[src/rtl/tt_vpu_ovi_pkg.sv]
// Shared OVI load-drain types: default widths, drain FSM state encoding and
// the LQ data word type.
package tt_vpu_ovi_pkg;

    localparam int LQID_W_DEFAULT = 3;
    localparam int DATA_W_DEFAULT = 64;

    typedef enum logic [2:0] {
        IDLE,
        RD,
        CAP,
        WB,
        DONE
    } drain_state_e;

    typedef logic [DATA_W_DEFAULT-1:0] lq_data_t;

endpackage

[src/rtl/tt_load_buffer_drain_if.sv]
// Bundle of drain request, LQ RAM read port, writeback stream and free port.
// slave = drain responder, master = scoreboard / RAM / VRF writer side.
interface tt_load_buffer_drain_if
    import tt_vpu_ovi_pkg::*;
#(
    parameter int LQID_W = LQID_W_DEFAULT,
    parameter int DATA_W = DATA_W_DEFAULT
) ();

    logic              i_drain_load_buffer;
    logic [LQID_W-1:0] i_drain_ref_count;
    logic [LQID_W-1:0] i_drain_lqid_start;
    logic              o_draining_load_buffer;
    logic              o_lq_rd_en;
    logic [LQID_W-1:0] o_lq_rd_id;
    logic [DATA_W-1:0] i_lq_rd_data;
    logic              o_wb_valid;
    logic              i_wb_ready;
    logic [DATA_W-1:0] o_wb_data;
    logic [LQID_W-1:0] o_wb_lqid;
    logic              o_wb_last;
    logic              o_lq_free;
    logic [LQID_W-1:0] o_lq_free_id;

    modport slave (
        input  i_drain_load_buffer, i_drain_ref_count, i_drain_lqid_start,
        input  i_lq_rd_data, i_wb_ready,
        output o_draining_load_buffer, o_lq_rd_en, o_lq_rd_id,
        output o_wb_valid, o_wb_data, o_wb_lqid, o_wb_last,
        output o_lq_free, o_lq_free_id
    );

    modport master (
        output i_drain_load_buffer, i_drain_ref_count, i_drain_lqid_start,
        output i_lq_rd_data, i_wb_ready,
        input  o_draining_load_buffer, o_lq_rd_en, o_lq_rd_id,
        input  o_wb_valid, o_wb_data, o_wb_lqid, o_wb_last,
        input  o_lq_free, o_lq_free_id
    );

endinterface

[src/rtl/tt_load_buffer_drain.sv]
// Load-buffer drain responder: walks a wrapping range of LQ entries, reads each
// from the synchronous LQ RAM, streams it to the VRF writer and frees it.
module tt_load_buffer_drain
    import tt_vpu_ovi_pkg::*;
#(
    parameter int LQID_W = LQID_W_DEFAULT,
    parameter int DATA_W = DATA_W_DEFAULT
) (
    input logic                   clk,
    input logic                   reset,
    tt_load_buffer_drain_if.slave bus
);

    drain_state_e      state_q, state_d;
    logic [LQID_W-1:0] cur_id_q, cur_id_d;
    logic [LQID_W-1:0] remaining_q, remaining_d;
    logic [DATA_W-1:0] wb_data_q, wb_data_d;
    logic              busy_q, busy_d;
    logic              rd_en_q, rd_en_d;
    logic              wb_valid_q, wb_valid_d;
    logic              wb_last_q, wb_last_d;
    logic              wb_hs;

    assign wb_hs = wb_valid_q & bus.i_wb_ready;

    always_comb begin
        state_d     = state_q;
        cur_id_d    = cur_id_q;
        remaining_d = remaining_q;
        wb_data_d   = wb_data_q;
        case (state_q)
            IDLE: begin
                if (bus.i_drain_load_buffer) begin
                    cur_id_d    = bus.i_drain_lqid_start;
                    remaining_d = bus.i_drain_ref_count;
                    state_d     = (bus.i_drain_ref_count != '0) ? RD : DONE;
                end
            end
            RD:  state_d = CAP;
            CAP: begin
                wb_data_d = bus.i_lq_rd_data;
                state_d   = WB;
            end
            WB: begin
                if (wb_hs) begin
                    // Natural wrap of the id at the LQ depth.
                    cur_id_d    = cur_id_q + LQID_W'(1);
                    remaining_d = remaining_q - LQID_W'(1);
                    state_d     = (remaining_q == LQID_W'(1)) ? DONE : RD;
                end
            end
            DONE:    state_d = IDLE;
            default: state_d = IDLE;
        endcase

        // Outputs are registered, so they are decoded from the next state.
        busy_d     = (state_d != IDLE);
        rd_en_d    = (state_d == RD);
        wb_valid_d = (state_d == WB);
        wb_last_d  = (state_d == WB) && (remaining_d == LQID_W'(1));
    end

    always_ff @(posedge clk or posedge reset) begin
        if (reset) begin
            state_q     <= IDLE;
            cur_id_q    <= '0;
            remaining_q <= '0;
            wb_data_q   <= '0;
            busy_q      <= 1'b0;
            rd_en_q     <= 1'b0;
            wb_valid_q  <= 1'b0;
            wb_last_q   <= 1'b0;
        end else begin
            state_q     <= state_d;
            cur_id_q    <= cur_id_d;
            remaining_q <= remaining_d;
            wb_data_q   <= wb_data_d;
            busy_q      <= busy_d;
            rd_en_q     <= rd_en_d;
            wb_valid_q  <= wb_valid_d;
            wb_last_q   <= wb_last_d;
        end
    end

    assign bus.o_draining_load_buffer = busy_q;
    assign bus.o_lq_rd_en             = rd_en_q;
    assign bus.o_lq_rd_id             = cur_id_q;
    assign bus.o_wb_valid             = wb_valid_q;
    assign bus.o_wb_data              = wb_data_q;
    assign bus.o_wb_lqid              = cur_id_q;
    assign bus.o_wb_last              = wb_last_q;
    // The free pulse is the writeback handshake itself.
    assign bus.o_lq_free              = wb_hs;
    assign bus.o_lq_free_id           = cur_id_q;

endmodule

[src/flat_wrapper.sv]
// flat-port wrapper written by rule: the top's interface ports become plain ports
module tt_load_buffer_drain_flat import tt_vpu_ovi_pkg::*;
#(
    parameter int LQID_W = LQID_W_DEFAULT,
    parameter int DATA_W = DATA_W_DEFAULT
)
  (clk, reset, bus_i_drain_load_buffer, bus_i_drain_ref_count, bus_i_drain_lqid_start, bus_i_lq_rd_data, bus_i_wb_ready, bus_o_draining_load_buffer, bus_o_lq_rd_en, bus_o_lq_rd_id, bus_o_wb_valid, bus_o_wb_data, bus_o_wb_lqid, bus_o_wb_last, bus_o_lq_free, bus_o_lq_free_id);
  tt_load_buffer_drain_if #(.LQID_W(LQID_W), .DATA_W(DATA_W)) bus_i ();
  input logic clk;
  input logic reset;
  input wire logic [$bits(bus_i.i_drain_load_buffer)-1:0] bus_i_drain_load_buffer;
  input wire logic [$bits(bus_i.i_drain_ref_count)-1:0] bus_i_drain_ref_count;
  input wire logic [$bits(bus_i.i_drain_lqid_start)-1:0] bus_i_drain_lqid_start;
  input wire logic [$bits(bus_i.i_lq_rd_data)-1:0] bus_i_lq_rd_data;
  input wire logic [$bits(bus_i.i_wb_ready)-1:0] bus_i_wb_ready;
  output wire logic [$bits(bus_i.o_draining_load_buffer)-1:0] bus_o_draining_load_buffer;
  output wire logic [$bits(bus_i.o_lq_rd_en)-1:0] bus_o_lq_rd_en;
  output wire logic [$bits(bus_i.o_lq_rd_id)-1:0] bus_o_lq_rd_id;
  output wire logic [$bits(bus_i.o_wb_valid)-1:0] bus_o_wb_valid;
  output wire logic [$bits(bus_i.o_wb_data)-1:0] bus_o_wb_data;
  output wire logic [$bits(bus_i.o_wb_lqid)-1:0] bus_o_wb_lqid;
  output wire logic [$bits(bus_i.o_wb_last)-1:0] bus_o_wb_last;
  output wire logic [$bits(bus_i.o_lq_free)-1:0] bus_o_lq_free;
  output wire logic [$bits(bus_i.o_lq_free_id)-1:0] bus_o_lq_free_id;
  assign bus_i.i_drain_load_buffer = bus_i_drain_load_buffer;
  assign bus_i.i_drain_ref_count = bus_i_drain_ref_count;
  assign bus_i.i_drain_lqid_start = bus_i_drain_lqid_start;
  assign bus_i.i_lq_rd_data = bus_i_lq_rd_data;
  assign bus_i.i_wb_ready = bus_i_wb_ready;
  assign bus_o_draining_load_buffer = bus_i.o_draining_load_buffer;
  assign bus_o_lq_rd_en = bus_i.o_lq_rd_en;
  assign bus_o_lq_rd_id = bus_i.o_lq_rd_id;
  assign bus_o_wb_valid = bus_i.o_wb_valid;
  assign bus_o_wb_data = bus_i.o_wb_data;
  assign bus_o_wb_lqid = bus_i.o_wb_lqid;
  assign bus_o_wb_last = bus_i.o_wb_last;
  assign bus_o_lq_free = bus_i.o_lq_free;
  assign bus_o_lq_free_id = bus_i.o_lq_free_id;
  tt_load_buffer_drain #(.LQID_W(LQID_W), .DATA_W(DATA_W)) u_core (.clk(clk), .reset(reset), .bus(bus_i));
endmodule
[config.mk]
export PLATFORM = sky130hd
export DESIGN_NAME = tt_load_buffer_drain_flat
export DESIGN_NICKNAME = d
export VERILOG_FILES = /design/src/rtl/tt_vpu_ovi_pkg.sv /design/src/rtl/tt_load_buffer_drain_if.sv /design/src/rtl/tt_load_buffer_drain.sv /design/src/flat_wrapper.sv
export SDC_FILE = /design/constraint.sdc
export NUM_CORES = 1
export LEC_CHECK = 0
export CAP_MARGIN = 20
export CORE_ASPECT_RATIO = 0.8
export CORE_MARGIN = 4
export CORE_UTILIZATION = 35
export CTS_BUF_LIST = sky130_fd_sc_hd__clkbuf_4 sky130_fd_sc_hd__clkbuf_8
export DETAILED_ROUTE_END_ITERATION = 10
export PLACE_DENSITY = 0.83
export SKIP_LAST_GASP = 1
export SYNTH_ARGS = -nofsm -noshare
export SYNTH_HDL_FRONTEND = slang
export SYNTH_SLANG_ARGS = --single-unit
[constraint.sdc]
create_clock -name clk -period 4.53 [get_ports clk]
set_input_delay 0.453 -clock clk [delete_from_list [all_inputs] [get_ports clk]]
set_output_delay 0.453 -clock clk [all_outputs]
set_load 0.01 [all_outputs]
# == Yosys cells after proc, flatten, opt, wreduce, memory -nomap -nowiden ==
# Index checks and enable logic that the tools add are counted.
# word_totals
regBits,77
in_bits,74
out_inout_bits,78
wordCells,37
# op_classes
addsub,2
eq_ne,9
n_mux,11
bitwise,1
n_reduce_logical,6
# op_table
cell,count
$mux 3,8
$eq 3x1->1 const B,4
$pmux 3 s2,2
$pmux 3 s4,1
$eq 3x2->1 const B,3
$reduce_bool 3->1,2
$ne 2x2->1 const B,2
$add 3x1->3 const B,1
$logic_not 3->1,1
$reduce_and 3->1,1
$sub 3x1->3 const B,1
$reduce_bool 2->1,1
$and 1x1->1,1
$logic_and 1x1->1,1

# == Depth between registers and ports, before layout ==
# logic_depth
word_depth,6
ltp_mapped,6
ltp_nobuf,6

# == Worst setup path after synthesis ==
# OpenSTA, ideal clock, no wires.
# synth_timing
path_kind,input port to flip-flop
from,input bus_i_drain_ref_count[2]
to,register u_core.busy_q (netlist: u_core.bus.o_draining_load_buffer)
setup_ps,127
arrival_time_ps,1360
required_ps,4403
setup_slack_ps,3043
stages,4
path_buffers,0
cell_sequence,nor4b_1 -> or3b_1 -> a21oi_1 -> or2_2
# synth_via
elab_chain_cells,5
# synth_lines
item,line_no,text
from (decl),flat_wrapper.sv:12,input wire logic [$bits(bus_i.i_drain_ref_count)-1:0] bus_i_drain_ref_count;
$reduce_bool 3->1,tt_load_buffer_drain.sv:36,state_d = (bus.i_drain_ref_count != '0) ? RD : DONE;
$mux 3,tt_load_buffer_drain.sv:36,
$mux 3,tt_load_buffer_drain.sv:33,if (bus.i_drain_load_buffer) begin
$pmux 3 s4,tt_load_buffer_drain.sv:31,case (state_q)
named net u_core.state_d[0],tt_load_buffer_drain.sv:14,"drain_state_e state_q, state_d;"
$reduce_bool 3->1,tt_load_buffer_drain.sv:57,busy_d = (state_d != IDLE);
named net u_core.busy_d,tt_load_buffer_drain.sv:18,"logic busy_q, busy_d;"
to (signal assigned),tt_load_buffer_drain.sv:78,busy_q <= busy_d;
to (decl),tt_load_buffer_drain.sv:18,
# The timed path passes the listed nets, and every way through them passes these cells.
# A chain may end at the register's enable or synchronous reset.

# == Worst setup path in the final report ==
# layout_timing
from,register u_core.state_q[2]
to,register u_core.wb_data_q[16] (netlist: u_core.bus.o_wb_data[16])
# layout_via
elab_chain_cells,1
# layout_lines
item,line_no,text
from (decl),tt_load_buffer_drain.sv:14,
from (signal assigned),tt_load_buffer_drain.sv:74,state_q <= state_d;
$eq 3x2->1,tt_load_buffer_drain.sv:31,
to (signal assigned),tt_load_buffer_drain.sv:77,wb_data_q <= wb_data_d;
to (decl),tt_load_buffer_drain.sv:17,"logic [DATA_W-1:0] wb_data_q, wb_data_d;"
# No other way between the ends.

==> run metrics <==
run status=finished clean; reg2reg setup slack=2.03 ns; crit path buf inv count=2; die area=10600 um^2; RSZ-0062 raised after global routing=no; Die X=114 um; fin util=57.2%; slowest cell delay on critical path=0.80 ns; die height=92.7 um; clk sinks=77; first-pass GRT wire length=12100 um; Post-Place Cells=464; Post-Syn Nets=292; Yosys top cell by area=dfrtp_1; Routed wire per std cell=16.1 um; Tcrit/Tclk final=between 50% and 60%; number of global-route vias before repair=2403; max cap viols=0; I/O Pins=152; crit end category=flip-flop; initial drt markers=41; HPWL after detailed placement=a little under 6000 um; combinational family with the most area after synthesis=multiplexers; maximum clock frequency=400 MHz; layout cells sized above 1=22.8%; Worst slew margin=30.4%; Yosys warnings=0; min Tclk post-route=2.50 ns; Register-to-Register Path Depth=5; Hold WC Path Type=in -> async; syn avg cell area=14.6 um^2; largest net degree at the start of global routing=approximately 50; total grt overflow=0; Syn Std Cell Area=3140 um^2; Post-DRT Antenna Nets=0; worst path cell trace=inv_1 -> nand2_1 -> nor2_4 -> buf_4 -> mux2_2; maximum buffer depth of the clock tree=2; CTS tree=built; antenna violations before repair=0; Worst Path Arrival=2.72 ns; critical path's top delay family=simple AND/OR/NAND/NOR gates; Post-layout nets=440; CORE AREA=roughly 8600 um^2; Seq/Total Area, Yosys=61.4%; Finished Cell Area=approximately 4900 um^2; Synth Area in Compound Gates=between 3 and 4%; Cell Area, Placed=4700 um^2; Via density=4.64; Final Non-Filler Cells=480; clk_skew=0.00792 ns; cell area power density=705 nW/um^2; FF-to-FF End=u_core.bus.o_wb_data[16]$_DFFE_PP0N_; Routability Congestion=0.783; Synth area leaders=dfrtp_1, mux2_2, mux2_1; simple-gate share of the synthesized area=between 5 and 6%; row count=30; IR drop worst, VDD=approximately 0.33 mV; CTS Root Cell=clkbuf_8; clock-pin transition on the worst setup and hold timing paths=0.08 ns; commonest cells after routing, fill and taps aside=clkdlybuf4s50_1, dfrtp_1, mux2_2; Hold Buf Count CTS=0; Gates resized, CTS repair=0; slowest CP cell=nor2_4; worst-skew pair later-pin latency=0.34 ns; total power=0.00347 W; synthesized flop and latch total=77; CTS buffer count=9; CP Max Fanout=38; Final setup viols=0; total negative slack=0 ns; First-pass DRT Iterations=4; routed wire length=around 7700 um; Worst-Margin Slew=between 1 and 1.5 ns; global-route usage over all layers=14.6%; count of input and output buffers=151; initial core utilization=36.5%; R2R Path Start=u_core.state_q[2]$_DFF_PP0_; Yosys top cell area share=around three fifths; Post-Synth XOR/XNOR Area=0%; ANT cells=0; Area growth, synth to finish=56.8%; adder-cell area share of the yosys netlist=under 10%; mux cell area share after synthesis=roughly a quarter; CP startpoint kind=flip-flop; residual DRC count=0; WS Path Type=reg -> reg; Synth cell types=37; CP required=4.75 ns; vias after detailed routing=2229; endpoints failing hold=0; Mapped Cells=215; Lkg Pwr=2.03 nW; max-slew violation count=0; H-tree lvl count=3; # Post-CTS Setup Buffers=0; commonest non-fill, non-tap cell in the layout=clkdlybuf4s50_1
==> cells by family (layout without fill, tap and decap cells) <==
kind of cell | count (synthesis) | count (layout)
AO/OA/AOI/OAI | 18 | 18
flip-flops | 77 | 77
buffers and inverters | 23 | 176
adder cells (fa/ha/maj) | 3 | 3
AND/OR/NAND/NOR | 28 | 28
multiplexers | 66 | 66
==> stage by stage <==
stage,setup slack [ns],hold WS (ns)
2_1_floorplan,2.11,0.492
3_3_place_gp,2.08,0.467
3_5_place_dp,2.01,0.482
4_1_cts,2.02,0.456
5_1_grt,1.84,0.486
6_report,2.03,0.454
==> cell type report <==
cell class / count / area (um^2)
Tap cell: 112 / 140
Fill cell: 728 / 3680
Sequential cell: 77 / 1930
Clock inverter: 6 / 86.3
Timing Repair Buffer: 153 / 1530
Inverter: 7 / 27.5
Multi-Input combinational cell: 115 / 1080
Clock buffer: 10 / 131
==> sequential cells by signal, indices dropped and copies added, names as in the netlist <==
name,flops
u_core.bus.o_draining_load_buffer,1
u_core.bus.o_lq_rd_en,1
u_core.state_q,3
u_core.bus.o_wb_last,1
u_core.bus.o_wb_valid,1
u_core.bus.o_lq_free_id,3
u_core.remaining_q,3
u_core.bus.o_wb_data,64
==> metal layers <==
metal | GRT usage, % | vias to the layer above | part of all wire [%]
li1 | - | 1046 | -
met1 | 17.6 | 1072 | 42
met2 | 24.3 | 99 | 49
met3 | 5.49 | 12 | 8.4
met4 | 4.75 | 0 | 1.2
met5 | 0 | - | 0
==> synthesized netlist by cell type (all sizes together) <==
cell,n
nand4b,1
buf,15
nand2,6
nor3,2
and3b,1
nand4,1
dfrtp,77
a211o,1
a21o,2
mux2i,2
mux2,64
o22a,1
and2,1
a21oi,5
o31ai,1
nor4b,2
a32o,1
or2,1
ha,3
or3b,1
o221ai,1
and4b,1
and3,1
o21ai,4
and2b,1
nor2,7
a32oi,1
clkbuf,1
a31oi,1
nor2b,2
inv,7
==> report_power, final <==
group | switching [W] | internal (W) | total (W)
sequential | 0.000206 | 0.00103 | 0.00124
clock | 0.000249 | 0.000317 | 0.000566
combinational | 0.000630 | 0.00103 | 0.00166
total | 0.00108 | 0.00238 | 0.00347
==> how the worst max path moves through the flow <==
stage,start,endpoint,slack (ns),cells past startpoint
4_1_cts,u_core.state_q[2]$_DFF_PP0_,u_core.bus.o_wb_data[16]$_DFFE_PP0N_,2.02,5
3_3_place_gp,u_core.state_q[2]$_DFF_PP0_,u_core.bus.o_wb_data[48]$_DFFE_PP0N_,2.08,5
3_5_place_dp,u_core.state_q[2]$_DFF_PP0_,u_core.bus.o_wb_data[16]$_DFFE_PP0N_,2.01,5
5_1_grt,u_core.state_q[2]$_DFF_PP0_,u_core.bus.o_wb_data[16]$_DFFE_PP0N_,1.84,5
2_1_floorplan,reset,u_core.bus.o_draining_load_buffer$_DFF_PP0_,2.11,1
6_report,u_core.state_q[2]$_DFF_PP0_,u_core.bus.o_wb_data[16]$_DFFE_PP0N_,2.03,5
No activity file was read; power rests on OpenSTA's default activity.
